$ cat config.mk
export PLATFORM = sky130hd
export DESIGN_NAME = seq_alu_top
export DESIGN_NICKNAME = d
export VERILOG_FILES = /design/src/rtl/seq_alu_pkg.sv /design/src/rtl/seq_alu_iter.sv /design/src/rtl/seq_alu_top.sv
export SDC_FILE = /design/constraint.sdc
export NUM_CORES = 1
export LEC_CHECK = 0
export CAP_MARGIN = 20
export CORE_ASPECT_RATIO = 0.8
export CORE_MARGIN = 5
export CORE_UTILIZATION = 51
export DETAILED_ROUTE_END_ITERATION = 12
export GPL_TIMING_DRIVEN = 0
export PLACE_DENSITY = 0.8
export REMOVE_ABC_BUFFERS = 1
export SLEW_MARGIN = 20
export SYNTH_ARGS = -nofsm -noshare
export SYNTH_HDL_FRONTEND = slang
export SYNTH_SLANG_ARGS = --single-unit
$ cat constraint.sdc
create_clock -name clk -period 5.2 [get_ports clk]
set_clock_uncertainty 0.05 [all_clocks]
set_input_delay 0.52 -clock clk [delete_from_list [all_inputs] [get_ports clk]]
set_output_delay 0.52 -clock clk [all_outputs]
set_load 0.02 [all_outputs]
$ cat src/rtl/seq_alu_pkg.sv
// rtl/seq_alu_pkg.sv - shared op codes, FSM states and 7-segment table for seq_alu
package seq_alu_pkg;

    localparam logic [1:0] OP_ADD = 2'b00;
    localparam logic [1:0] OP_SUB = 2'b01;
    localparam logic [1:0] OP_MUL = 2'b10;
    localparam logic [1:0] OP_DIV = 2'b11;

    typedef enum logic [1:0] {
        ST_IDLE = 2'd0,
        ST_RUN  = 2'd1,
        ST_DONE = 2'd2
    } state_t;

    // Active-low {g,f,e,d,c,b,a} patterns, indexed by hex nibble (entry 0 at the LSBs).
    localparam logic [15:0][6:0] SEG_TABLE = {
        7'h0E, 7'h06, 7'h21, 7'h46, 7'h03, 7'h08, 7'h10, 7'h00,
        7'h78, 7'h02, 7'h12, 7'h19, 7'h30, 7'h24, 7'h79, 7'h40
    };

endpackage

$ cat src/rtl/seq_alu_iter.sv
// rtl/seq_alu_iter.sv - iterative unsigned W-bit shift-add multiply / restoring divide
//
// Ports:
//   clk, rst_n : clock, asynchronous active-low reset
//   load       : capture a, b and is_div; clears the partial result
//   is_div     : 1 selects divide, 0 multiply (sampled on load)
//   step       : perform one iteration
//   a, b       : operands (mul: a*b; div: a/b)
//   p_next     : value the result register takes on this step; after the
//                W-th step it is the product, or {remainder, quotient}
module seq_alu_iter #(
    parameter int W = 6
) (
    input  logic           clk,
    input  logic           rst_n,
    input  logic           load,
    input  logic           is_div,
    input  logic           step,
    input  logic [W-1:0]   a,
    input  logic [W-1:0]   b,
    output logic [2*W-1:0] p_next
);

    // p holds {high half, low half}: mul {partial sum, remaining multiplier},
    // div {partial remainder, dividend bits shifting into quotient}.
    logic [2*W-1:0] p;
    logic [W-1:0]   operand_b;
    logic           div_mode;

    logic [W:0] sum;
    logic [W:0] shifted;
    logic [W:0] diff;

    always_comb begin
        sum     = {1'b0, p[2*W-1:W]} + (p[0] ? {1'b0, operand_b} : '0);
        shifted = {p[2*W-1:W], p[W-1]};
        diff    = shifted - {1'b0, operand_b};
        if (!div_mode) begin
            p_next = {sum, p[W-1:1]};
        end else if (!diff[W]) begin
            // No borrow: the divisor fits, keep the difference and shift in a 1.
            // A zero divisor always fits, so the quotient saturates to all ones
            // and the dividend ends up in the remainder half.
            p_next = {diff[W-1:0], p[W-2:0], 1'b1};
        end else begin
            p_next = {shifted[W-1:0], p[W-2:0], 1'b0};
        end
    end

    always_ff @(posedge clk or negedge rst_n) begin
        if (!rst_n) begin
            p         <= '0;
            operand_b <= '0;
            div_mode  <= 1'b0;
        end else if (load) begin
            p         <= {{W{1'b0}}, a};
            operand_b <= b;
            div_mode  <= is_div;
        end else if (step) begin
            p         <= p_next;
        end
    end

endmodule

$ cat src/rtl/seq_alu_top.sv
// rtl/seq_alu_top.sv - sequential ALU (add/sub/mul/div) with LED and hex display output
//
// Ports:
//   clk, rst_n        : clock, asynchronous active-low reset
//   a_in, b_in, op_in : operands and op code, captured on start_in in IDLE
//   start_in          : one-cycle start pulse, ignored unless IDLE
//   show_result_in    : display c_out (1) or {a_in, b_in} (0)
//   c_out             : result register (2W bits)
//   overflow_out      : signed add/sub overflow or divide-by-zero
//   busy_out          : mul/div iterating
//   done_out          : one-cycle completion pulse
//   ledr_out          : registered copy of the display source
//   seg7_out          : registered active-low 7-segment digits {dp,g..a}
module seq_alu_top
    import seq_alu_pkg::*;
#(
    parameter int W      = 6,
    parameter int DIGITS = 5
) (
    input  logic                  clk,
    input  logic                  rst_n,
    input  logic [W-1:0]          a_in,
    input  logic [W-1:0]          b_in,
    input  logic [1:0]            op_in,
    input  logic                  start_in,
    input  logic                  show_result_in,
    output logic [2*W-1:0]        c_out,
    output logic                  overflow_out,
    output logic                  busy_out,
    output logic                  done_out,
    output logic [2*W-1:0]        ledr_out,
    output logic [8*DIGITS-1:0]   seg7_out
);

    localparam int NIB = (2 * W + 3) / 4;
    localparam int CW  = $clog2(W);

    state_t         state_q, state_d;
    logic [CW-1:0]  cnt_q;
    logic           div_q;
    logic           b_zero_q;
    logic           accept;
    logic           iter_load;
    logic           iter_step;
    logic           last_step;
    logic [2*W-1:0] iter_p_next;

    logic           is_sub;
    logic [W-1:0]   addsub_r;
    logic           addsub_ovf;

    logic [2*W-1:0]      disp_src;
    logic [4*DIGITS-1:0] disp_pad;
    logic [8*DIGITS-1:0] seg_d;

    always_ff @(posedge clk or negedge rst_n) begin
        if (!rst_n) state_q <= ST_IDLE;
        else        state_q <= state_d;
    end

    always_comb begin
        state_d   = state_q;
        accept    = 1'b0;
        iter_load = 1'b0;
        iter_step = 1'b0;
        last_step = 1'b0;
        case (state_q)
            ST_IDLE: begin
                if (start_in) begin
                    accept    = 1'b1;
                    iter_load = op_in[1];
                    state_d   = op_in[1] ? ST_RUN : ST_DONE;
                end
            end
            ST_RUN: begin
                iter_step = 1'b1;
                if (cnt_q == '0) begin
                    last_step = 1'b1;
                    state_d   = ST_DONE;
                end
            end
            ST_DONE: state_d = ST_IDLE;
            default: state_d = ST_IDLE;
        endcase
    end

    assign busy_out = (state_q == ST_RUN);
    assign done_out = (state_q == ST_DONE);

    // Add/sub finish in the start cycle, straight from the switches.
    always_comb begin
        is_sub     = (op_in == OP_SUB);
        addsub_r   = is_sub ? (a_in - b_in) : (a_in + b_in);
        addsub_ovf = ((a_in[W-1] ^ b_in[W-1]) == is_sub) && (addsub_r[W-1] != a_in[W-1]);
    end

    seq_alu_iter #(.W(W)) u_iter (
        .clk    (clk),
        .rst_n  (rst_n),
        .load   (iter_load),
        .is_div (op_in == OP_DIV),
        .step   (iter_step),
        .a      (a_in),
        .b      (b_in),
        .p_next (iter_p_next)
    );

    always_ff @(posedge clk or negedge rst_n) begin
        if (!rst_n) begin
            cnt_q        <= '0;
            div_q        <= 1'b0;
            b_zero_q     <= 1'b0;
            c_out        <= '0;
            overflow_out <= 1'b0;
        end else if (accept) begin
            cnt_q    <= CW'(W - 1);
            div_q    <= (op_in == OP_DIV);
            b_zero_q <= (b_in == '0);
            if (!op_in[1]) begin
                c_out        <= {{W{addsub_r[W-1]}}, addsub_r};
                overflow_out <= addsub_ovf;
            end
        end else if (iter_step) begin
            cnt_q <= cnt_q - 1'b1;
            if (last_step) begin
                c_out        <= iter_p_next;
                overflow_out <= div_q & b_zero_q;
            end
        end
    end

    always_comb begin
        disp_src            = show_result_in ? c_out : {a_in, b_in};
        disp_pad            = '0;
        disp_pad[2*W-1:0]   = disp_src;
        seg_d               = '1;
        for (int d = 0; d < NIB; d++) begin
            seg_d[8*d +: 8] = {1'b1, SEG_TABLE[disp_pad[4*d +: 4]]};
        end
    end

    always_ff @(posedge clk or negedge rst_n) begin
        if (!rst_n) begin
            ledr_out <= '0;
            seg7_out <= '1;
        end else begin
            ledr_out <= disp_src;
            seg7_out <= seg_d;
        end
    end

endmodule

== Word level (Yosys, flattened, before mapping) ==
Memory sizes are Yosys's and may differ from the RTL's. A register that Yosys moved wholly into a read port is not among the register bits.
Index checks and enable logic that the tools add are counted.

* $add $sub $neg: 5
* Muxes and demuxes: 28
* Reduce and logical (&&, ||, !) cells: 12
* Bitwise operators: 2
* Eq/ne operators: 9

{| class="wikitable"
|+ Operator list
! operator !! count
|-
| 12-bit 2-to-1 mux || 9
|-
| 6-bit 2-to-1 mux || 2
|-
| 1-bit 2-to-1 mux || 11
|-
| 6-bit by 7-bit adder with 7-bit output || 1
|-
| 7-bit by 6-bit subtractor with 7-bit output || 1
|-
| 6-bit adder || 1
|-
| 6-bit zero test || 1
|-
| 2-bit 2-to-1 mux || 3
|-
| 3-bit 2-to-1 mux || 2
|-
| 2-bit nonzero test || 3
|-
| 6-bit subtractor || 1
|-
| 2-bit by 1-bit equality test with 1-bit output (second input constant) || 2
|-
| 2-bit equality test (second input constant) || 2
|-
| 2-bit != test (second input constant) || 2
|-
| 2-bit one-hot mux with 2 select lines || 1
|-
| 1-bit zero test || 3
|-
| 3-bit zero test || 1
|-
| 3-bit AND reduction || 1
|-
| 3-bit by 1-bit subtractor with 3-bit output (second input constant) || 1
|-
| 2-bit zero test || 1
|-
| 2-bit by 1-bit != test with 1-bit output (second input constant) || 1
|-
| 2-bit AND reduction || 1
|-
| 1-bit AND || 1
|-
| 1-bit equality test || 1
|-
| 3 further kinds || 3
|}

* Bits in read-only memories: 336
* Flip-flop bits (word level): 51
* Bits of input ports: 18
* Output and inout bits: 67
* Word-level logic and storage cells: 69
* Memories kept: 3

{| class="wikitable"
|+ Memories
! name !! words !! width !! rd ports !! clocked after memory_dff !! write ports !! RTL line !! source
|-
| (name not given) || 16 || 7 || 1 || 1 || 0 || seq_alu_top.sv:138 || <nowiki>seg_d[8*d +: 8] = {1'b1, SEG_TABLE[disp_pad[4*d +: 4]]};</nowiki>
|-
| (name not given) || 16 || 7 || 1 || 1 || 0 || seq_alu_top.sv:138 ||
|-
| (name not given) || 16 || 7 || 1 || 1 || 0 || seq_alu_top.sv:138 ||
|}

== Depth between registers and ports, before layout ==
Gate-level depths: netlist of run 1.

* Depth in word-level cells: 6
* Depth in mapped cells: 11
* Depth with buffers taken out: 11

== By module ==
Synthesis of run 1 repeated with hierarchy kept, for this count alone.

* Cell total of the unflattened synthesis: 516
* Area total of the unflattened synthesis: 4743.3 sq um

{| class="wikitable"
|+ Modules (own cells, without submodules)
! module !! instances !! sequential area each (sq um) !! cells each !! area an instance (sq um)
|-
| seq_alu_top || 1 || 1352.5 || 310 || 3045.4
|-
| seq_alu_iter || 1 || 475.5 || 206 || 1697.9
|}

== Least setup slack after synthesis of run 1 ==
OpenSTA, ideal clock, no wires.

* Kind: in2reg
* Start: in op_in[0]
* End: reg overflow_out
* Stages: 10
* Data required time: 5.024 ns
* Setup time: 0.126 ns
* Arrival time: 2.568 ns
* Buffers on the path: 1
* Setup slack: 2.456 ns
* Cell sequence: nor2b_1 > clkbuf_1 > mux2i_1 > ha_1 > nor2b_1 > o31ai_1 > a21oi_1 > xnor2_2 > mux2i_1 > a221o_1

* Word-level cells in the longest chain between the ends: 6
* Elaborated cells on any way between the ends: 7
* Classes of those cells: eq/ne: 3; mux: 3; reduce/logical: 1

{| class="wikitable"
|+ RTL lines
! element !! RTL line !! source
|-
| start: declaration || seq_alu_top.sv:24 || <nowiki>input logic [1:0] op_in,</nowiki>
|-
| 2-bit by 1-bit equality test with 1-bit output * || seq_alu_top.sv:92 || <nowiki>is_sub = (op_in == OP_SUB);</nowiki>
|-
| 6-bit 2-to-1 mux || seq_alu_top.sv:93 || <nowiki>addsub_r = is_sub ? (a_in - b_in) : (a_in + b_in);</nowiki>
|-
| 1-bit != test || seq_alu_top.sv:94 || <nowiki>addsub_ovf = ((a_in[W-1] ^ b_in[W-1]) == is_sub) && (addsub_r[W-1] != a_in[W-1]);</nowiki>
|-
| 1-bit logical AND * || seq_alu_top.sv:94 ||
|-
| 1-bit 2-to-1 mux * || seq_alu_top.sv:119 || <nowiki>if (!op_in[1]) begin</nowiki>
|-
| 1-bit 2-to-1 mux * || seq_alu_top.sv:115 || <nowiki>end else if (accept) begin</nowiki>
|-
| end signal: assignment || seq_alu_top.sv:121 || <nowiki>overflow_out <= addsub_ovf;</nowiki>
|-
| end signal: assignment || seq_alu_top.sv:127 || <nowiki>overflow_out <= div_q & b_zero_q;</nowiki>
|-
| end: declaration || seq_alu_top.sv:28 || <nowiki>output logic overflow_out,</nowiki>
|}

Mark *: on every way between the ends. The rest lies on a longest branch, timed or not. The select of a mux whose other input is x is not followed.
A chain may end at the register's enable or synchronous reset.

== Worst setup path after layout of run 1 ==
* Start: in op_in[1]
* End: reg overflow_out

* Word-level cells in the longest chain between the ends: 6
* Elaborated cells on any way between the ends: 9
* Classes of those cells: eq/ne: 4; mux: 3; reduce/logical: 2

{| class="wikitable"
|+ RTL lines
! element !! RTL line
|-
| 2-bit by 1-bit equality test with 1-bit output || seq_alu_top.sv:92
|-
| 6-bit 2-to-1 mux || seq_alu_top.sv:93
|-
| 1-bit != test || seq_alu_top.sv:94
|-
| 1-bit logical AND || seq_alu_top.sv:94
|-
| 1-bit 2-to-1 mux || seq_alu_top.sv:119
|-
| 1-bit 2-to-1 mux || seq_alu_top.sv:115
|}

Parallel ways exist; a longest one is shown, timed or not. The select of a mux whose other input is x is not followed.

==> results of run 1 <==
-- cell families after synthesis --
| group | count (synthesis) |
|---|---|
| and+or+nand+nor | 162 |
| AOI/OAI and AO/OA | 121 |
| DFF | 72 |
| buffers and inverters | 69 |
| adders and majority gates | 41 |
| muxes | 24 |
| xor gates and xnor gates | 13 |
| other | 1 |
-- layer usage --
layer	track usage, %	vias to the layer above	wire length, um	part of all wire (%)
met2	35.48	192	5536	46
met3	4.632	22	988	8.3
li1	-	1852	-	-
met4	7.354	0	229	1.9
met1	30.33	1920	5160	43
met5	0	-	0	0
-- worst max-delay path by stage --
stage | slack (ns) | startpoint | end | cells after the start
floorplan | 2.44 | op_in[0] | overflow_out$_DFFE_PN0P_ | 9
global placement | 1.22 | rst_n | cnt_q[0]$_DFFE_PN0P_ | 1
detailed placement | 1.30 | op_in[1] | overflow_out$_DFFE_PN0P_ | 10
CTS | 1.60 | op_in[1] | overflow_out$_DFFE_PN0P_ | 10
global route | 1.34 | op_in[1] | overflow_out$_DFFE_PN0P_ | 10
finish | 1.57 | op_in[1] | overflow_out$_DFFE_PN0P_ | 10
-- metrics by stage --
stage / cells / area, sq um
after floorplan: 487 / 4501
after global placement: 667 / 5295
after detailed placement: 668 / 5320
after CTS: 684 / 5660
after global routing: 684 / 5660
final: 684 / 5660
-- cell type report --
type,count,area [sq um],share of cell area (%)
clock inverters,6,90.09,1.592
repair buffers,66,675.6,11.94
well taps,115,143.9,2.542
inverters,35,131.4,2.321
multi-input cells,380,2541,44.89
flip-flops and latches,72,1828,32.29
clock buffers,10,250.2,4.421
-- critical path, stage by stage --
cell and delay, ns:
clkdlybuf4s50_1 0.52, nor2b_1 0.51, mux2i_1 0.40, ha_1 0.30
nor2b_1 0.15, o31ai_1 0.37, a21oi_1 0.17, xnor2_2 0.38
mux2i_1 0.15, a221o_1 0.31
-- sequential cells by signal (all words and copies together), names as in the netlist, 2 cells and up --
signal and flops:
c_out 12, u_iter.p 12, ledr_out 12, cnt_q 3, state_q 2, u_iter.operand_b 6, seg7_out 21
-- power breakdown --
part | internal [W] | switching, W | total, W
sequential | 0.000843 | 0.000190 | 0.00103
combinational | 0.000862 | 0.00118 | 0.00204
clock | 0.000450 | 0.000245 | 0.000695
-- cells in the final DEF, fill, tap and decap left out, drive strengths merged, types with 17 or more instances in the layout --
master | netlist | final
a21oi | 17 | 17
clkdlybuf4s50 | 0 | 64
conb | 1 | 19
dfrtp | 51 | 51
dfstp | 21 | 21
ha | 38 | 38
inv | 35 | 35
mux2i | 24 | 24
nand2 | 59 | 59
nor2 | 51 | 51
o21ai | 36 | 36
==> summary.md, run 1 <==
| Metric | Value |
|---|---|
| Status | `completed` |
| Routed vias | `3986` |
| R2r worst-path depth | `10` |
| Pwr Total | `0.003772 W` |
| Setup slack, reg-to-reg | `2.49 ns` |
| Ant diodes | `0` |
| Worst-skew pair later-pin latency | `0.33 ns` |
| Mux cell area share after synthesis | `5.184%` |
| Layout Utilization | `63.18%` |
| Synth Flop Type | `dfrtp_1` |
| CTS tree | `built` |
| DRT Wirelength | `11.91 mm` |
| HPWL Detailed | `8.803 mm` |
| Clock sink count | `72` |
| RSZ-0062 raised after global routing | `false` |
| Area fraction of the dominant cell type after synthesis | `27.54%` |
| Num CTS Buffers | `9` |
| Placer's final routability congestion estimate | `0.8718` |
| CTS H-tree depth | `3` |
| Syn Std Cell Area | `4634 sq um` |
| Cts hold-fix bufs | `0` |
| CP Class | `input pin to register` |
| Die area | `11110 sq um` |
| CP max FO | `7` |
| Maximum capacitance violations | `0` |
| GRT Residual Overflow | `0` |
| Final period util | `69.76%` |
| CP required | `5.36 ns` |
| Final WS setup | `1.573 ns` |
| Worst slack at placement | `1.295 ns` |
| Reg2reg start | `u_iter.p[5]$_DFFE_PN0P_` |
| First-pass GRT wire length | `19.31 mm` |
| Hold WS | `0.01279 ns` |
| Antenna Nets Post-Route | `0` |
| Cells after Synth | `503` |
| Count leader, synth | `nand2_1` |
| Bufs on Longest Clock Path | `2` |
| All-Layer GR Usage | `22.23%` |
| Final hold violations | `0` |
| Synth area leader | `dfrtp_1` |
| Reg2reg end | `c_out[9]$_DFFE_PN0P_` |
| Syn. warnings | `0` |
| First DRT Iteration DRCs | `371` |
| Drt pass-1 iters | `5` |
| Simple-Gate Fraction of Synth Area | `16.25%` |
| Yosys cell types | `52` |
| Vias in the first global route | `3933` |
| Cell Rows | `31` |
| Arrival time at the worst endpoint | `3.79 ns` |
| WL per Instance | `17.42 um` |
| Synth Area in XOR/XNOR | `2.619%` |
| Post-CTS Setup Inserts | `0` |
| FILL cells | `736` |
| # DRC | `0` |
| Nets | `623` |
| Final min period | `3.627 ns` |
| I/O pin count | `85` |
| Clock slew at reported path FFs | `0.06 ns` |
| Critical Path Sink Type | `register` |
| Largest net degree at the start of global routing | `54` |
| Startpoint types | `input pin` |
| Area contributors post-synth | `dfrtp_1 (28%), dfstp_2 (12%), ha_1 (10%)` |
| I/O Buffers | `65` |
| Chip height | `95.26 um` |
| Setup TNS | `0 ns` |
| DIE WIDTH | `116.6 um` |
| Initial antenna violation count | `0` |
| Max Clock Freq | `0.2757 GHz` |
| Post-synth EDFFs | `0` |
| Seq/Total Area, Yosys | `39.44%` |
| Slew headroom | `40.59%` |
| List of most frequent post-synthesis cells | `nand2_1 (59), dfrtp_1 (51), nor2_1 (51)` |
| Worst vdd ir | `0.3552 mV` |
| Initial Util | `51.72%` |
| Pwr Density | `666.5 nW/um^2` |
| Floorplan core area | `8960 sq um` |
| Adder-cell area share of the yosys netlist | `11.56%` |
| Main combinational cell family by area after synthesis | `compound AO/OA/AOI/OAI gates` |
| #FFs+latches synth | `72` |
| Worst-Margin Slew | `0.8664 ns` |
| P&R area growth vs syn | `22.14%` |
| Min-delay worst type | `input pin to async pin` |
| Post-synthesis compound-gate area fraction | `17.68%` |
| Synth async-reset ratio | `100.0%` |
| Post-synthesis average cell area | `9.214 sq um` |
| Vias per cell | `5.827` |
| Lkg Pwr | `2.553 nW` |
| Max Slew Vio Count | `0` |
| CTS root buffer | `clkbuf_16` |
| Post-CTS Resized | `0` |
| Final setup fails | `0` |
| Fraction of layout instances using a drive strength above 1 | `8.612%` |
Power figures use the tool's default switching activity.
==> run 2, diff against run 1 <==
--- a/config.mk
+++ b/config.mk
@@ -8,10 +8,10 @@
 export CAP_MARGIN = 20
 export CORE_ASPECT_RATIO = 0.8
 export CORE_MARGIN = 5
-export CORE_UTILIZATION = 51
+export CORE_UTILIZATION = 48
 export DETAILED_ROUTE_END_ITERATION = 12
 export GPL_TIMING_DRIVEN = 0
-export PLACE_DENSITY = 0.8
+export PLACE_DENSITY = 0.79
 export REMOVE_ABC_BUFFERS = 1
 export SLEW_MARGIN = 20
 export SYNTH_ARGS = -nofsm -noshare
==> constraint.sdc (replaced) <==
create_clock -name clk -period 3.2 [get_ports clk]
set_clock_uncertainty 0.05 [all_clocks]
set_input_delay 0.32 -clock clk [delete_from_list [all_inputs] [get_ports clk]]
set_output_delay 0.32 -clock clk [all_outputs]
set_load 0.02 [all_outputs]
==> run 2 against run 1 <==
Design area rose by 0.18%. Power rose by 59%. Register-to-register slack got worse by 2.0 ns. Count of clock-buffer cells in the layout rose by 3. Global-route usage fell by 1.6 points. Critical path depth rose by 2. Cell count rose by 1.0%. Non-clock buffer count rose by 3. Clock power rose by 48%. Wire length fell by 0.78%. First-iteration DRC count fell by 23%. Via count fell by 0.25%. Critical endpoint is now c_out[9]$_DFFE_PN0P_.
==> summary.md, run 2 (synthesis results as in run 1) <==
| Metric | Value |
|---|---|
| Vias in the first global route | `3918` |
| Floorplan core area | `9529 sq um` |
| WL per Instance | `17.11 um` |
| CTS H-tree depth | `3` |
| CP required | `3.40 ns` |
| GRT Residual Overflow | `0` |
| Multi-input logic area | `2552 sq um` |
| P&R area growth vs syn | `22.35%` |
| Int Pwr | `0.003441 W` |
| Cell Rows | `32` |
| R2r worst-path depth | `10` |
| DIE WIDTH | `119.9 um` |
| Final period util | `97.82%` |
| Startpoint types | `input pin` |
| Wire length on met2 | `5.464 mm` |
| RSZ-0062 raised after global routing | `false` |
| Arrival time at the worst endpoint | `3.33 ns` |
| Maximum capacitance violations | `0` |
| Reg2reg end | `c_out[9]$_DFFE_PN0P_` |
| Lkg Pwr | `2.561 nW` |
| Bufs on Longest Clock Path | `2` |
| Die area | `11730 sq um` |
| Max Slew Vio Count | `0` |
| First DRT Iteration DRCs | `286` |
| Combinational power share | `55.0%` |
| Delay-heaviest family, CP | `buffers and inverters` |
| Crit-path cells | `clkdlybuf4s50_1, inv_1, ha_1, mux2i_2, ha_1, nor2b_1, o31ai_1, a21oi_1, xnor2_2, buf_4, nand2_1, a31oi_1` |
| FILL cells | `827` |
| Fraction of layout instances using a drive strength above 1 | `8.916%` |
| # placed instances | `672` |
| Worst vdd ir | `0.7704 mV` |
| Worst-skew pair later-pin latency | `0.34 ns` |
| Initial antenna violation count | `0` |
| Min-delay worst type | `input pin to async pin` |
| Fin cells | `691` |
| NetSw | `0.002555 W` |
| Critical Path Sink Type | `register` |
| CTS tree | `built` |
| Largest net degree at the start of global routing | `53` |
| Worst slack at placement | `-0.4894 ns` |
| CP Class | `input pin to register` |
| Chip height | `97.89 um` |
| Reg power frac | `27.8%` |
| Nets | `626` |
| CP max stage cell | `clkdlybuf4s50_1` |
| Levels on crit path | `12` |
| Placer's final routability congestion estimate | `0.8925` |
| Most common cell after layout, fill and taps aside | `clkdlybuf4s50_1` |
| Slew headroom | `44.15%` |
| Register area | `1828 sq um` |
| First-pass GRT wire length | `19.52 mm` |
| CP max FO | `5` |
| Clock Power Share | `17.2%` |
| Reg2reg start | `u_iter.p[5]$_DFFE_PN0P_` |
| Vias per cell | `5.754` |
| WL met1 | `5.183 mm` |
| Clock sink count | `72` |
| Routed vias | `3976` |
| Ant diodes | `0` |
| Final min period | `3.130 ns` |
| All-Layer GR Usage | `20.65%` |
| CP bufs+invs | `3` |
| Largest Register | `seg7_out` |
| Routed wl met3 | `1.024 mm` |
| Drt pass-1 iters | `4` |
| Antenna Nets Post-Route | `0` |
| Initial Util | `48.63%` |
| Num CTS Buffers | `9` |
| Setup slack, reg-to-reg | `0.50 ns` |
| # DRC | `0` |
| Most frequent cells in the layout | `clkdlybuf4s50_1 (64), nand2_1 (59), nor2_1 (51), dfrtp_1 (51), ha_1 (38)` |
| Switching Fraction | `42.61%` |
| Cell repeated most along the worst path | `ha_1` |
| Max reg flops | `21` |
| Status | `completed` |
| Top routing layer used | `met4` |
| HPWL Detailed | `8.972 mm` |
| CTS root buffer | `clkbuf_16` |
| Clock slew at reported path FFs | `0.05 ns` |
| Final setup fails | `0` |
| I/O Buffers | `65` |
| Final hold violations | `0` |
| DRT Wirelength | `11.82 mm` |
| Pwr Density | `1058 nW/um^2` |
| Final WS setup | `0.06971 ns` |
| I/O pin count | `85` |
| Max Clock Freq | `0.3195 GHz` |
| Worst-Margin Slew | `0.8351 ns` |
| CP max stage delay | `0.66 ns` |
## run 2: worst max-delay path by stage
stage,startpoint,end,slack (ns)
5_1_grt,b_in[1],c_out[9]$_DFFE_PN0P_,0.002
3_3_place_gp,rst_n,ledr_out[4]$_DFF_PN0_,-0.61
6_report,b_in[1],c_out[9]$_DFFE_PN0P_,0.07
2_1_floorplan,op_in[0],overflow_out$_DFFE_PN0P_,0.64
3_5_place_dp,op_in[1],overflow_out$_DFFE_PN0P_,-0.49
4_1_cts,b_in[1],c_out[11]$_DFFE_PN0P_,0.11
## run 2: layout make-up
cell class	count	area share (%)
Timing Repair Buffer	69	12.36
Clock inverter	3	0.6840
Tap cell	119	2.626
Clock buffer	13	4.766
Inverter	35	2.317
Sequential cell	72	32.24
Multi-Input combinational cell	380	45.01
## run 2: timing repair
action	CTS	global route
setup endpoints to repair	4	6
hold endpoints to repair	7	0
pin swaps	1	0
buffers inserted	2	0
hold buffers	1	0
resized for setup	1	2
## run 2: power by group through the flow
stage	combinational (W)	sequential, W	clock (W)
floorplan	0.00192	0.00190	0
global placement	0.00312	0.00166	0
detailed placement	0.00325	0.00167	0
CTS	0.00329	0.00166	0.00105
global route	0.00361	0.00172	0.00109
finish	0.00330	0.00167	0.00103
## run 2: metrics by stage
step / setup TNS, ns / total power, W / util, % / area [sq um] / hold WS [ns]
after detailed placement: -2.827 / 0.004923 / 55.88 / 5325 / 0.1799
after global routing: 0 / 0.006415 / 59.51 / 5670 / 0.3845
final: 0 / 0.005997 / 59.51 / 5670 / 0.3620
after global placement: -32.15 / 0.004779 / 55.62 / 5300 / 0.4214
after CTS: 0 / 0.006000 / 59.41 / 5662 / 0.3652
after floorplan: 0 / 0.003820 / - / 4501 / -0.02559
## run 2: layer usage
| metal | track usage, % | up-vias |
|---|---|---|
| li1 | - | 1857 |
| met1 | 27.73 | 1930 |
| met2 | 33.20 | 177 |
| met3 | 5.906 | 12 |
| met4 | 5.018 | 0 |
| met5 | 0 | - |
## run 2: worst reg2reg max path: stages (launching register included)
cell and delay (ns):
dfrtp_1 0.43, inv_1 0.08, ha_1 0.18, inv_1 0.06, fa_1 0.43, a211oi_2 0.33
o21ai_0 0.25, nand3_4 0.18, nor3b_1 0.28, o311ai_1 0.14, a31oi_1 0.22
==> run 3, diff against run 2 <==
--- a/config.mk
+++ b/config.mk
@@ -5,13 +5,14 @@
 export SDC_FILE = /design/constraint.sdc
 export NUM_CORES = 1
 export LEC_CHECK = 0
+export ABC_CLOCK_PERIOD_IN_PS = 3400
 export CAP_MARGIN = 20
 export CORE_ASPECT_RATIO = 0.8
 export CORE_MARGIN = 5
-export CORE_UTILIZATION = 48
+export CORE_UTILIZATION = 51
 export DETAILED_ROUTE_END_ITERATION = 12
 export GPL_TIMING_DRIVEN = 0
-export PLACE_DENSITY = 0.79
+export PLACE_DENSITY = 0.8
 export REMOVE_ABC_BUFFERS = 1
 export SLEW_MARGIN = 20
 export SYNTH_ARGS = -nofsm -noshare
==> constraint.sdc (replaced) <==
create_clock -name clk -period 3.4 [get_ports clk]
set_clock_uncertainty 0.05 [all_clocks]
set_input_delay 0.34 -clock clk [delete_from_list [all_inputs] [get_ports clk]]
set_output_delay 0.34 -clock clk [all_outputs]
set_load 0.02 [all_outputs]
==> run 3 against run 2 <==
Via count decreased by 0.33%. Clock power about the same. Core utilization is 3.9 points higher. Sequential power decreased by 5%. Sequential share of layout area fell by 0.057 points. Count of clock-buffer cells in the layout down 3. Register-to-register slack better by 0.16 ns. Critical path type unchanged. Cell count shrank 0.72%. First-iteration DRC count is 20% higher. Critical path depth is the same. Power fell by 3.5%. Flip-flop and latch count unchanged.
==> summary.md, run 3 (synthesis results as in run 1) <==
| Metric | Value |
|---|---|
| Vias per cell | `5.777` |
| Nets | `625` |
| Maximum capacitance violations | `0` |
| Worst-skew pair later-pin latency | `0.33 ns` |
| Fin area | `5680 sq um` |
| Pwr Density | `1019 nW/um^2` |
| Largest Register | `seg7_out` |
| All-Layer GR Usage | `22.27%` |
| GRT Residual Overflow | `0` |
| Lkg Pwr | `2.563 nW` |
| I/O pin count | `85` |
| Initial Util | `51.72%` |
| Clock Power Share | `18.4%` |
| Worst slack at placement | `-0.3246 ns` |
| HPWL Detailed | `8.803 mm` |
| Worst-Margin Slew | `0.8552 ns` |
| Fraction of layout instances using a drive strength above 1 | `8.932%` |
| NetSw | `0.002484 W` |
| # DRC | `0` |
| Status | `completed` |
| CTS tree | `built` |
| CTS H-tree depth | `3` |
| Ant diodes | `0` |
| CTS root buffer | `clkbuf_16` |
| Arrival time at the worst endpoint | `3.39 ns` |
| Startpoint types | `input pin` |
| Most common cell after layout, fill and taps aside | `clkdlybuf4s50_1` |
| CP max FO | `5` |
| FILL cells | `732` |
| P&R area growth vs syn | `22.57%` |
| Int Pwr | `0.003302 W` |
| Layout Utilization | `63.40%` |
| I/O Buffers | `65` |
| Most frequent cells in the layout | `clkdlybuf4s50_1 (64), nand2_1 (59), nor2_1 (51), dfrtp_1 (51), ha_1 (38)` |
| Min-delay worst type | `input pin to async pin` |
| Bufs on Longest Clock Path | `2` |
| Vias in the first global route | `3927` |
| Routed vias | `3963` |
| First DRT Iteration DRCs | `344` |
| Drt pass-1 iters | `5` |
| Chip height | `95.26 um` |
| Clock slew at reported path FFs | `0.06 ns` |
| DIE WIDTH | `116.6 um` |
| Reg power frac | `27.3%` |
| CP Class | `input pin to register` |
| Multi-input logic area | `2544 sq um` |
| Cell Rows | `31` |
| Num CTS Buffers | `9` |
| Initial antenna violation count | `0` |
| Placed cell areas | `5320 sq um` |
| Combinational power share | `54.3%` |
| Antenna Nets Post-Route | `0` |
| # placed instances | `668` |
| Switching Fraction | `42.93%` |
| Register area | `1828 sq um` |
| First-pass GRT wire length | `19.35 mm` |
| Final min period | `3.195 ns` |
| Largest net degree at the start of global routing | `54` |
| Worst vdd ir | `0.5445 mV` |
| Max Clock Freq | `0.3130 GHz` |
| Final period util | `93.97%` |
| Critical Path Sink Type | `register` |
| CP required | `3.59 ns` |
| WL per Instance | `17.49 um` |
| DRT Wirelength | `12.00 mm` |
| Max Slew Vio Count | `0` |
| Slew headroom | `41.36%` |
| Placer's final routability congestion estimate | `0.8718` |
| Hold WS | `0.3777 ns` |
| Final WS setup | `0.2049 ns` |
| Final setup fails | `0` |
| Clock sink count | `72` |
| Fin cells | `686` |
| Floorplan core area | `8960 sq um` |
| Max reg flops | `21` |
| Final hold violations | `0` |
| Die area | `11110 sq um` |
## run 3: final cells by class
| cell class | count | area share [%] |
|---|---|---|
| Multi-Input combinational cell | 380 | 44.78 |
| Sequential cell | 72 | 32.18 |
| Timing Repair Buffer | 68 | 12.20 |
| Clock buffer | 10 | 4.405 |
| Tap cell | 115 | 2.533 |
| Inverter | 35 | 2.313 |
| Clock inverter | 6 | 1.586 |
## run 3: final timing paths
kind	to	from	slack, ns	cells past startpoint
max	c_out[9]$_DFFE_PN0P_	b_in[1]	0.20	12
min	ledr_out[0]$_DFF_PN0_	rst_n	0.38	2
max reg2reg	c_out[9]$_DFFE_PN0P_	u_iter.p[5]$_DFFE_PN0P_	0.66	10
min reg2reg	div_q$_DFFE_PN0P_	div_q$_DFFE_PN0P_	0.45	2
max in group asynchronous	seg7_out[10]$_DFF_PN1_	rst_n	2.34	3
min in group clk	div_q$_DFFE_PN0P_	div_q$_DFFE_PN0P_	0.45	2
## run 3: what timing repair did
item	4_1_cts	5_1_grt
setup buffers	0	1
resized for setup	1	0
hold endpoints to repair	8	0
pin swaps	0	1
endpoints found under the setup margin	1	3
hold buffers	1	0
## run 3: power by group through the flow
stage                     clock (W)  sequential, W  combinational [W]
after floorplan                   0        0.00179            0.00180
after global placement            0        0.00157            0.00295
after detailed placement          0        0.00159            0.00306
after CTS                   0.00107        0.00158            0.00310
after global routing        0.00111        0.00162            0.00342
final                       0.00106        0.00158            0.00314
## run 3: worst max-delay path: stages
cell             delay [ns]
clkdlybuf4s50_1        0.65
inv_1                  0.08
ha_1                   0.27
mux2i_1                0.26
ha_1                   0.30
nor2b_1                0.15
o31ai_1                0.38
a21oi_1                0.18
xnor2_2                0.26
buf_4                  0.19
nand2_1                0.07
a31oi_1                0.23
## run 3: layer usage
layer | global-route usage [%] | vias to the layer above | part of all wire, %
met4 | 7.068 | 0 | 2.3
met1 | 30.37 | 1905 | 44
met2 | 35.71 | 180 | 46
met5 | 0 | - | 0
li1 | - | 1850 | -
met3 | 4.632 | 28 | 7.6
## run 3: per-stage QoR
step	total power, W	setup TNS [ns]
after floorplan	0.003595	0
after global placement	0.004516	-20.58
after detailed placement	0.004643	-1.296
after CTS	0.005744	0
after global routing	0.006147	-0.01049
final	0.005786	0
